[src/rtl/alu_pipe_if.sv]
// Handshake and payload bundle for alu_pipe.
// The slave side is the ALU; the master side is the producer/consumer pair.
interface alu_pipe_if #(
  parameter int unsigned WIDTH = 32
);
  logic             in_valid;
  logic             in_ready;
  logic [WIDTH-1:0] dataA;
  logic [WIDTH-1:0] dataB;
  logic [2:0]       sel;
  logic             out_valid;
  logic             out_ready;
  logic [WIDTH-1:0] dataOut;
  logic             cout;
  logic             overflow;
  logic             zero;
  logic [15:0]      ovf_count;

  modport slave (
    input  in_valid, dataA, dataB, sel, out_ready,
    output in_ready, out_valid, dataOut, cout, overflow, zero, ovf_count
  );

  modport master (
    output in_valid, dataA, dataB, sel, out_ready,
    input  in_ready, out_valid, dataOut, cout, overflow, zero, ovf_count
  );
endinterface

[src/rtl/alu_pipe.sv]
// Two-stage valid/ready ALU: S1 holds operands, S2 holds the computed result.
// Counts delivered overflowing results, saturating at 16'hFFFF.
module alu_pipe #(
  parameter int unsigned WIDTH = 32
) (
  input logic        clk,
  input logic        rst,
  alu_pipe_if.slave  bus
);
  localparam int unsigned MSB  = WIDTH - 1;
  localparam int unsigned SUMW = WIDTH + 1;

  localparam logic [2:0] OP_AND = 3'b000;
  localparam logic [2:0] OP_OR  = 3'b001;
  localparam logic [2:0] OP_ADD = 3'b010;
  localparam logic [2:0] OP_SUB = 3'b110;
  localparam logic [2:0] OP_SLT = 3'b111;
  localparam logic [2:0] OP_NOR = 3'b100;

  logic             s1_valid_q, s1_valid_d;
  logic [WIDTH-1:0] a_q, a_d;
  logic [WIDTH-1:0] b_q, b_d;
  logic [2:0]       sel_q, sel_d;

  logic             s2_valid_q, s2_valid_d;
  logic [WIDTH-1:0] res_q, res_d;
  logic             cout_q, cout_d;
  logic             ovf_q, ovf_d;
  logic             zero_q, zero_d;
  logic [15:0]      ovf_cnt_q, ovf_cnt_d;

  logic             s2_adv_c;
  logic             in_ready_c;
  logic             accept_c;
  logic             deliver_c;
  logic             binv_c;
  logic [WIDTH-1:0] b_mod_c;
  logic [WIDTH:0]   sum_c;
  logic             ovf_int_c;
  logic [WIDTH-1:0] res_c;
  logic             cout_c;
  logic             ovf_c;

  // ADD/SUB/SLT share one adder; binv turns it into A + ~B + 1
  always_comb begin
    binv_c    = (sel_q == OP_SUB) || (sel_q == OP_SLT);
    b_mod_c   = b_q ^ {WIDTH{binv_c}};
    sum_c     = {1'b0, a_q} + {1'b0, b_mod_c} + SUMW'(binv_c);
    ovf_int_c = (a_q[MSB] == b_mod_c[MSB]) && (sum_c[MSB] != a_q[MSB]);
    res_c     = '0;
    cout_c    = 1'b0;
    ovf_c     = 1'b0;
    case (sel_q)
      OP_AND: res_c = a_q & b_q;
      OP_OR:  res_c = a_q | b_q;
      OP_NOR: res_c = ~(a_q | b_q);
      OP_ADD, OP_SUB: begin
        res_c  = sum_c[MSB:0];
        cout_c = sum_c[WIDTH];
        ovf_c  = ovf_int_c;
      end
      OP_SLT: begin
        // sign of the true difference, corrected for overflow
        res_c[0] = sum_c[MSB] ^ ovf_int_c;
        cout_c   = sum_c[WIDTH];
      end
      default: ;
    endcase
  end

  // Handshake and next-state
  always_comb begin
    s2_adv_c   = !s2_valid_q || bus.out_ready;
    in_ready_c = !s1_valid_q || s2_adv_c;
    accept_c   = bus.in_valid && in_ready_c;
    deliver_c  = s2_valid_q && bus.out_ready;

    s1_valid_d = s1_valid_q;
    a_d        = a_q;
    b_d        = b_q;
    sel_d      = sel_q;
    s2_valid_d = s2_valid_q;
    res_d      = res_q;
    cout_d     = cout_q;
    ovf_d      = ovf_q;
    zero_d     = zero_q;
    ovf_cnt_d  = ovf_cnt_q;

    if (in_ready_c) begin
      s1_valid_d = bus.in_valid;
      if (accept_c) begin
        a_d   = bus.dataA;
        b_d   = bus.dataB;
        sel_d = bus.sel;
      end
    end

    if (s2_adv_c) begin
      s2_valid_d = s1_valid_q;
      if (s1_valid_q) begin
        res_d  = res_c;
        cout_d = cout_c;
        ovf_d  = ovf_c;
        zero_d = (res_c == '0);
      end
    end

    if (deliver_c && ovf_q && (ovf_cnt_q != 16'hFFFF)) begin
      ovf_cnt_d = ovf_cnt_q + 16'd1;
    end
  end

  always_ff @(posedge clk) begin
    if (rst) begin
      s1_valid_q <= 1'b0;
      a_q        <= '0;
      b_q        <= '0;
      sel_q      <= '0;
      s2_valid_q <= 1'b0;
      res_q      <= '0;
      cout_q     <= 1'b0;
      ovf_q      <= 1'b0;
      zero_q     <= 1'b0;
      ovf_cnt_q  <= '0;
    end else begin
      s1_valid_q <= s1_valid_d;
      a_q        <= a_d;
      b_q        <= b_d;
      sel_q      <= sel_d;
      s2_valid_q <= s2_valid_d;
      res_q      <= res_d;
      cout_q     <= cout_d;
      ovf_q      <= ovf_d;
      zero_q     <= zero_d;
      ovf_cnt_q  <= ovf_cnt_d;
    end
  end

  assign bus.in_ready  = in_ready_c;
  assign bus.out_valid = s2_valid_q;
  assign bus.dataOut   = res_q;
  assign bus.cout      = cout_q;
  assign bus.overflow  = ovf_q;
  assign bus.zero      = zero_q;
  assign bus.ovf_count = ovf_cnt_q;
endmodule

[src/flat_wrapper.sv]
// flat-port wrapper written by rule: the top's interface ports become plain ports
module alu_pipe_flat 
#(
  parameter int unsigned WIDTH = 32
)
  (clk, rst, bus_in_valid, bus_dataA, bus_dataB, bus_sel, bus_out_ready, bus_in_ready, bus_out_valid, bus_dataOut, bus_cout, bus_overflow, bus_zero, bus_ovf_count);
  alu_pipe_if #(.WIDTH(WIDTH)) bus_i ();
  input logic clk;
  input logic rst;
  input wire logic [$bits(bus_i.in_valid)-1:0] bus_in_valid;
  input wire logic [$bits(bus_i.dataA)-1:0] bus_dataA;
  input wire logic [$bits(bus_i.dataB)-1:0] bus_dataB;
  input wire logic [$bits(bus_i.sel)-1:0] bus_sel;
  input wire logic [$bits(bus_i.out_ready)-1:0] bus_out_ready;
  output wire logic [$bits(bus_i.in_ready)-1:0] bus_in_ready;
  output wire logic [$bits(bus_i.out_valid)-1:0] bus_out_valid;
  output wire logic [$bits(bus_i.dataOut)-1:0] bus_dataOut;
  output wire logic [$bits(bus_i.cout)-1:0] bus_cout;
  output wire logic [$bits(bus_i.overflow)-1:0] bus_overflow;
  output wire logic [$bits(bus_i.zero)-1:0] bus_zero;
  output wire logic [$bits(bus_i.ovf_count)-1:0] bus_ovf_count;
  assign bus_i.in_valid = bus_in_valid;
  assign bus_i.dataA = bus_dataA;
  assign bus_i.dataB = bus_dataB;
  assign bus_i.sel = bus_sel;
  assign bus_i.out_ready = bus_out_ready;
  assign bus_in_ready = bus_i.in_ready;
  assign bus_out_valid = bus_i.out_valid;
  assign bus_dataOut = bus_i.dataOut;
  assign bus_cout = bus_i.cout;
  assign bus_overflow = bus_i.overflow;
  assign bus_zero = bus_i.zero;
  assign bus_ovf_count = bus_i.ovf_count;
  alu_pipe #(.WIDTH(WIDTH)) u_core (.clk(clk), .rst(rst), .bus(bus_i));
endmodule
[config.mk]
export PLATFORM = sky130hd
export DESIGN_NAME = alu_pipe_flat
export DESIGN_NICKNAME = d
export VERILOG_FILES = /design/src/rtl/alu_pipe_if.sv /design/src/rtl/alu_pipe.sv /design/src/flat_wrapper.sv
export SDC_FILE = /design/constraint.sdc
export NUM_CORES = 1
export LEC_CHECK = 0
export ABC_AREA = 1
export CAP_MARGIN = 5
export CORE_UTILIZATION = 55
export DETAILED_ROUTE_END_ITERATION = 6
export GPL_ROUTABILITY_DRIVEN = 0
export GPL_TIMING_DRIVEN = 0
export PLACE_DENSITY_LB_ADDON = 0.3
export SETUP_SLACK_MARGIN = 0.02
export SLEW_MARGIN = 20
export SYNTH_ARGS = -nofsm -noshare
export SYNTH_HDL_FRONTEND = slang
export SYNTH_SLANG_ARGS = --single-unit
[constraint.sdc]
create_clock -name clk -period 3.9 [get_ports clk]
set_input_delay 0.975 -clock clk [delete_from_list [all_inputs] [get_ports clk]]
set_output_delay 0.975 -clock clk [all_outputs]
set_load 0.01 [all_outputs]
# == Word-level counts from Yosys, hierarchy flattened ==
# Cells that the tools add are included.
# word_totals
regBits,120
in_bits,71
# classes
addsub,3
n_eq_ne,8
muxes,4
bitwise_logic,5
reduce_logical,16
# op_table
op,count
$pmux W31 S4,1
$add A32 B32 Y33,1
$add A33 B1 Y33,1
$and A32 B32 Y32,1
$logic_not A32 Y1,1
$not A32 Y32,1
$or A32 B32 Y32,1
$xor A32 B32 Y32,1
$add A16 B1 Y16 const B,1
$ne A16 B16 Y1 const B,1
$eq A3 B3 Y1 const B,3
$logic_and A1 B1 Y1,5
$pmux W1 S5,1
$reduce_and A2 Y1,2
$eq A3 B1 Y1 const B,1
$eq A3 B2 Y1 const B,1
$logic_not A3 Y1,1
$logic_or A1 B1 Y1,3
$reduce_or A3 Y1,1
$logic_not A1 Y1,2
$mux W1,2
$reduce_or A2 Y1,1
$eq A1 B1 Y1,1
$ne A1 B1 Y1,1
$xor A1 B1 Y1,1

# == Longest topological paths before layout ==
# depth
ltp_word,10
ltp_mapped,21
ltp_nobuf,21

# == Worst setup path after synthesis ==
# No wires, ideal clock.
# synth_path
kind,flip-flop to flip-flop
startpoint,register u_core.sel_q[2]
endpoint,register u_core.zero_q (netlist: u_core.bus.zero)
setup_ns,0.071
arrival_ns,2.675
required_ns,3.829
setup_slack_ns,1.155
path_stages_with_launch,19
path_buffers,1
period_less_slack_ns,2.745
cell_sequence,dfxtp_1 nand2_2 buf_1 xor2_1 ha_1 or2_1 nand3_1 nand2_1 nand2_1 nand2_1 o21ai_0 nor2_1 nor2_1 nand2_1 nor2_1 nand3_1 nor2_1 nand3_1 a21oi_1
# synth_via
elab_chain_cells,10
elab_cells_between_ends,18
cone_classes,add/sub: 2; eq/ne: 7; mux: 2; bitwise: 2; reduce/logical: 5
# synth_lines
item,line,text
start: declaration,alu_pipe.sv:23,"logic [2:0] sel_q, sel_d;"
start signal: assignment,alu_pipe.sv:129,sel_q <= sel_d;
$eq A3 B3 Y1,"alu_pipe.sv:46, alu_pipe.sv:53",
$logic_or A1 B1 Y1,alu_pipe.sv:46,binv_c = (sel_q == OP_SUB) || (sel_q == OP_SLT);
$xor A32 B32 Y32,alu_pipe.sv:47,b_mod_c = b_q ^ {WIDTH{binv_c}};
$add A32 B32 Y33,alu_pipe.sv:48,"sum_c = {1'b0, a_q} + {1'b0, b_mod_c} + SUMW'(binv_c);"
$add A33 B1 Y33,alu_pipe.sv:48,
$ne A1 B1 Y1,alu_pipe.sv:49,ovf_int_c = (a_q[MSB] == b_mod_c[MSB]) && (sum_c[MSB] != a_q[MSB]);
$logic_and A1 B1 Y1,alu_pipe.sv:49,
$xor A1 B1 Y1,alu_pipe.sv:64,res_c[0] = sum_c[MSB] ^ ovf_int_c;
$pmux W1 S5,alu_pipe.sv:53,case (sel_q)
$logic_not A32 Y1 (*),alu_pipe.sv:104,zero_d = (res_c == '0);
end signal: assignment,alu_pipe.sv:134,zero_q <= zero_d;
end: declaration,alu_pipe.sv:29,"logic zero_q, zero_d;"
# Every way passes the cells marked *; elsewhere a longest branch is shown, timed or not.
# A chain may end at the register's enable or synchronous reset.

# == Final worst setup path ==
# Ends and elaborated chain as after synthesis.

==> results.txt <==
----------------------------------------------------
[Global routing]
  Via count of the first global-routing pass ... 8902
  Global-route wire length before repair ... 43900 µm
  Antenna violations before repair ... 0
  Overall track demand over capacity in global routing ... 35.7%
  Pin count of the biggest net entering global routing ... 17
  Total grt overflow ... 0

[Timing]
  Transition time at the pin with the least slew margin ... 0.833 ns
  Max-slew violation total from the final report ... 0
  Maximum clock frequency ... 0.278 GHz
  Clock skew after layout ... 0.00811 ns
  Aggregate negative setup slack ... 0 ns
  Setup repair after global routing missed its margin ... false
  Setup-failing EPs final ... 0
  Clock period minus final worst setup slack ... 3.60 ns
  Final Hold Viols ... 0
  Final critical-path share of the clock period ... 92.4%
  Worst slew margin relative to its limit ... 44.5%
  Smallest hold slack ... 0.478 ns

[Clock network]
  CTS sink count ... 120
  Clock-pin slew on the worst setup and hold paths ... 0.06 ns
  H-tree lvl count ... 4
  Clock buffer count from CTS ... 17
  Clock tree root buffer cell ... sky130_fd_sc_hd__clkbuf_16
  Maximum buffer depth of the clock tree ... 2
  Clk_lat worst skew ... 0.43 ns
  Buffers inserted during post-CTS setup optimization ... 0
  Cells resized by post-CTS repair ... 0
  Hold-fix buffers, CTS ... 0
  Clock tree from TritonCTS ... done

[Synth]
  Yosys warnings ... 0
  Number of enable flip-flop cells after synthesis ... 0
  Post-Synthesis Cells ... 1340
  Count of different cell masters after synthesis ... 45
  Commonest register cell after synthesis ... sky130_fd_sc_hd__dfxtp_1
  Fraction of synthesis flops using an asynchronous set or reset pin ... 0%
  XOR/XNOR Fraction of Synth Area ... 3.72%
  Post-synth net total ... 1446
  Synth cell count leaders ... sky130_fd_sc_hd__nand2_1 (272), sky130_fd_sc_hd__inv_1 (202), sky130_fd_sc_hd__nor2_1 (201), sky130_fd_sc_hd__o21ai_0 (124), sky130_fd_sc_hd__dfxtp_1 (120)
  Compound-gate portion of the synthesized area ... 17.0%
  Biggest area consumer among synthesized cells ... sky130_fd_sc_hd__dfxtp_1
  Synth top area share ... 29.1%
  Adder-Cell Fraction of Synth Area ... 5.40%
  Combinational family with the most area after synthesis ... simple AND/OR/NAND/NOR gates
  Cell area after technology mapping ... 8240 µm²
  Portion of netlist area occupied by mux cells ... 0%
  Post-synthesis share of cell area spent on and, or, nand and nor gates ... 32.7%
  Post-synthesis sequential element count ... 120
  Sequential share of the synthesized area ... 29.1%
  Most repeated cell in the gate-level netlist after synthesis ... sky130_fd_sc_hd__nand2_1
  Ranking of synthesized cells by area ... sky130_fd_sc_hd__dfxtp_1 (29%), sky130_fd_sc_hd__nand2_1 (12%), sky130_fd_sc_hd__inv_1 (9.2%), sky130_fd_sc_hd__nor2_1 (9.2%), sky130_fd_sc_hd__o21ai_0 (7.5%)
  Average footprint of a synthesized cell ... 6.15 µm²

[Final layout]
  Area overhead of the layout relative to synthesis ... 24.8%
  Count of antenna diodes in the layout ... 0
  Nets ... 1587
  Proportion of layout cells with a drive suffix above 1 ... 4.22%
  Final standard cell area without fillers ... 10300 µm²

[Floorplan]
  Core Region ... 14600 µm²
  Horiz. Die Dim ... 124 µm
  Starting density of the core ... 56.5%
  Die height ... 124 µm
  Die Footprint ... 15500 µm²
  Number of rows in the core area ... 44
  Number of top-level pins ... 124

[Power and ir drop]
  Leakage power figure ... 0.00487 µW
  Total power after layout ... 3970 µW
  Total power density per cell area ... 386 nW/µm²
  Worst ir drop on vdd ... 0.298 mV

[Hold path]
  Launch instance of the worst min-delay path ... u_core.bus.cout
  Endpoint of the worst hold-timing path ... u_core.bus.cout
  Hold Path Depth ... 2
  Class of the worst hold path ... flop to flop

[Route]
  Routed Antenna Nets ... 0
  Iteration-0 DRC Markers ... 1131
  First-pass DRT Iterations ... 5
  Post-detailed-route wirelength per cell ... 16.4 µm
  Via count ... 9625
  Number of DRC violations after detailed routing ... 0
  Routed wire length ... 27500 µm
  Number of vias per cell ... 5.74

[Setup path]
  Worst r2r dst ... u_core.bus.zero
  Worst R2R Setup Slack ... 0.30 ns
  Critical path required time ... 4.25 ns
  Worst r2r path cells ... 17
  Origin of the critical flop-to-flop path ... u_core.sel_q[2]
  Type of the setup path with the least slack ... flop to flop
  Crit end category ... flop
  Critical-path maximum fanout ... 10
  Startpoint Class ... flop
  Arr. time, crit path ... 3.95 ns

[Placement]
  Estimated wirelength of the detail-placed design ... 21100 µm
  Area after DPL ... 9690 µm²
  Number of buffers inserted by port buffering ... 122

[Job]
  Maximum capacitance violations ... 0

[Status]
  Outcome ... finished, final reports clean

----------------------------------------------------
## kinds of logic after synthesis
family                     after synthesis
adders and majority gates               35
and+or+nand+nor                        642
AOI/OAI and AO/OA                      253
DFF                                    120
xor gates and xnor gates                35
buffers and inverters                  255
## how the worst max path moves through the flow
stage	end	startpoint	slack, ns
3_5_place_dp	u_core.bus.zero	u_core.sel_q[2]	0.31
5_1_grt	u_core.bus.zero	u_core.sel_q[2]	0.05
2_1_floorplan	u_core.bus.zero	u_core.sel_q[2]	1.15
6_report	u_core.bus.zero	u_core.sel_q[2]	0.30
3_3_place_gp	u_core.bus.zero	u_core.sel_q[2]	0.43
4_1_cts	u_core.bus.zero	u_core.sel_q[2]	0.24
## sequential cells by signal, indices dropped and copies added, names as in the netlist
| name | cells |
|---|---|
| u_core.a_q | 32 |
| u_core.b_q | 32 |
| u_core.bus.dataOut | 32 |
| u_core.bus.ovf_count | 16 |
| u_core.sel_q | 3 |
| u_core.bus.cout | 1 |
| u_core.bus.out_valid | 1 |
| u_core.bus.overflow | 1 |
| u_core.bus.zero | 1 |
| u_core.s1_valid_q | 1 |
## worst max-delay path, cell delays in order, from the launching register on
cell,delay (ns)
sky130_fd_sc_hd__dfxtp_1,0.35
sky130_fd_sc_hd__nand2_2,0.20
sky130_fd_sc_hd__buf_1,0.60
sky130_fd_sc_hd__xnor2_1,0.14
sky130_fd_sc_hd__ha_1,0.38
sky130_fd_sc_hd__nand2_1,0.15
sky130_fd_sc_hd__nor2_1,0.19
sky130_fd_sc_hd__a21boi_0,0.37
sky130_fd_sc_hd__nor2_1,0.11
sky130_fd_sc_hd__nand2_1,0.10
sky130_fd_sc_hd__nand2_1,0.08
sky130_fd_sc_hd__nand2_2,0.09
sky130_fd_sc_hd__nand2_2,0.07
sky130_fd_sc_hd__a21oi_2,0.22
sky130_fd_sc_hd__nand3_1,0.10
sky130_fd_sc_hd__nor2_1,0.11
sky130_fd_sc_hd__nand3_1,0.11
sky130_fd_sc_hd__a21oi_1,0.16
## metrics by stage
step                instances  worst slack (ns)  util [%]
global placement         1646             0.430      66.4
detailed placement       1646             0.314      66.4
CTS                      1678             0.238      70.5
global route             1678            0.0543      70.5
floorplan                1340              1.15         -
finish                   1678             0.298      70.5
## cell type report
class	instances	area, µm²
well taps	184	230
fillers	1227	4300
clock inverters	15	168
flip-flops and latches	120	2400
inverters	208	781
plain buffers	47	210
multi-input cells	965	4850
repair buffers	122	1220
clock buffers	17	425
## routing by layer
metal	routed length, µm	vias up	GRT usage [%]
met5	0	-	0
met4	1890	0	24.2
met3	2710	139	8.03
met2	12100	542	56.0
met1	10800	4339	43.4
li1	-	4605	-
## placed cells by master (no fill, tap or decap), types with 4 or more instances in the layout
cell                              synthesis  routed
sky130_fd_sc_hd__a21oi_1                 84      84
sky130_fd_sc_hd__buf_2                    4       4
sky130_fd_sc_hd__clkbuf_1                34      34
sky130_fd_sc_hd__clkbuf_16                0      17
sky130_fd_sc_hd__clkdlybuf4s50_1          0     122
sky130_fd_sc_hd__clkinvlp_4               0       4
sky130_fd_sc_hd__dfxtp_1                120     120
sky130_fd_sc_hd__ha_1                    34      34
sky130_fd_sc_hd__inv_1                  202     202
sky130_fd_sc_hd__inv_2                    5       5
sky130_fd_sc_hd__inv_6                    0       4
sky130_fd_sc_hd__nand2_1                272     272
sky130_fd_sc_hd__nand2_2                  8       8
sky130_fd_sc_hd__nand3_1                105     105
sky130_fd_sc_hd__nand3b_1                 4       4
sky130_fd_sc_hd__nand4_1                 11      11
sky130_fd_sc_hd__nor2_1                 201     201
sky130_fd_sc_hd__nor3_1                  25      25
sky130_fd_sc_hd__nor3b_1                  4       4
sky130_fd_sc_hd__o211ai_1                18      18
sky130_fd_sc_hd__o21ai_0                124     124
sky130_fd_sc_hd__o311a_1                  6       6
sky130_fd_sc_hd__xnor2_1                 19      19
sky130_fd_sc_hd__xor2_1                  16      16
## power by group
part	switching, µW	leakage, µW	internal [µW]
sequential	79.9	0.000990	1310
combinational	615	0.00360	375
clock	645	0.000279	953
total	1340	0.00487	2630
Note: power is estimated with default switching activity, not from simulation.
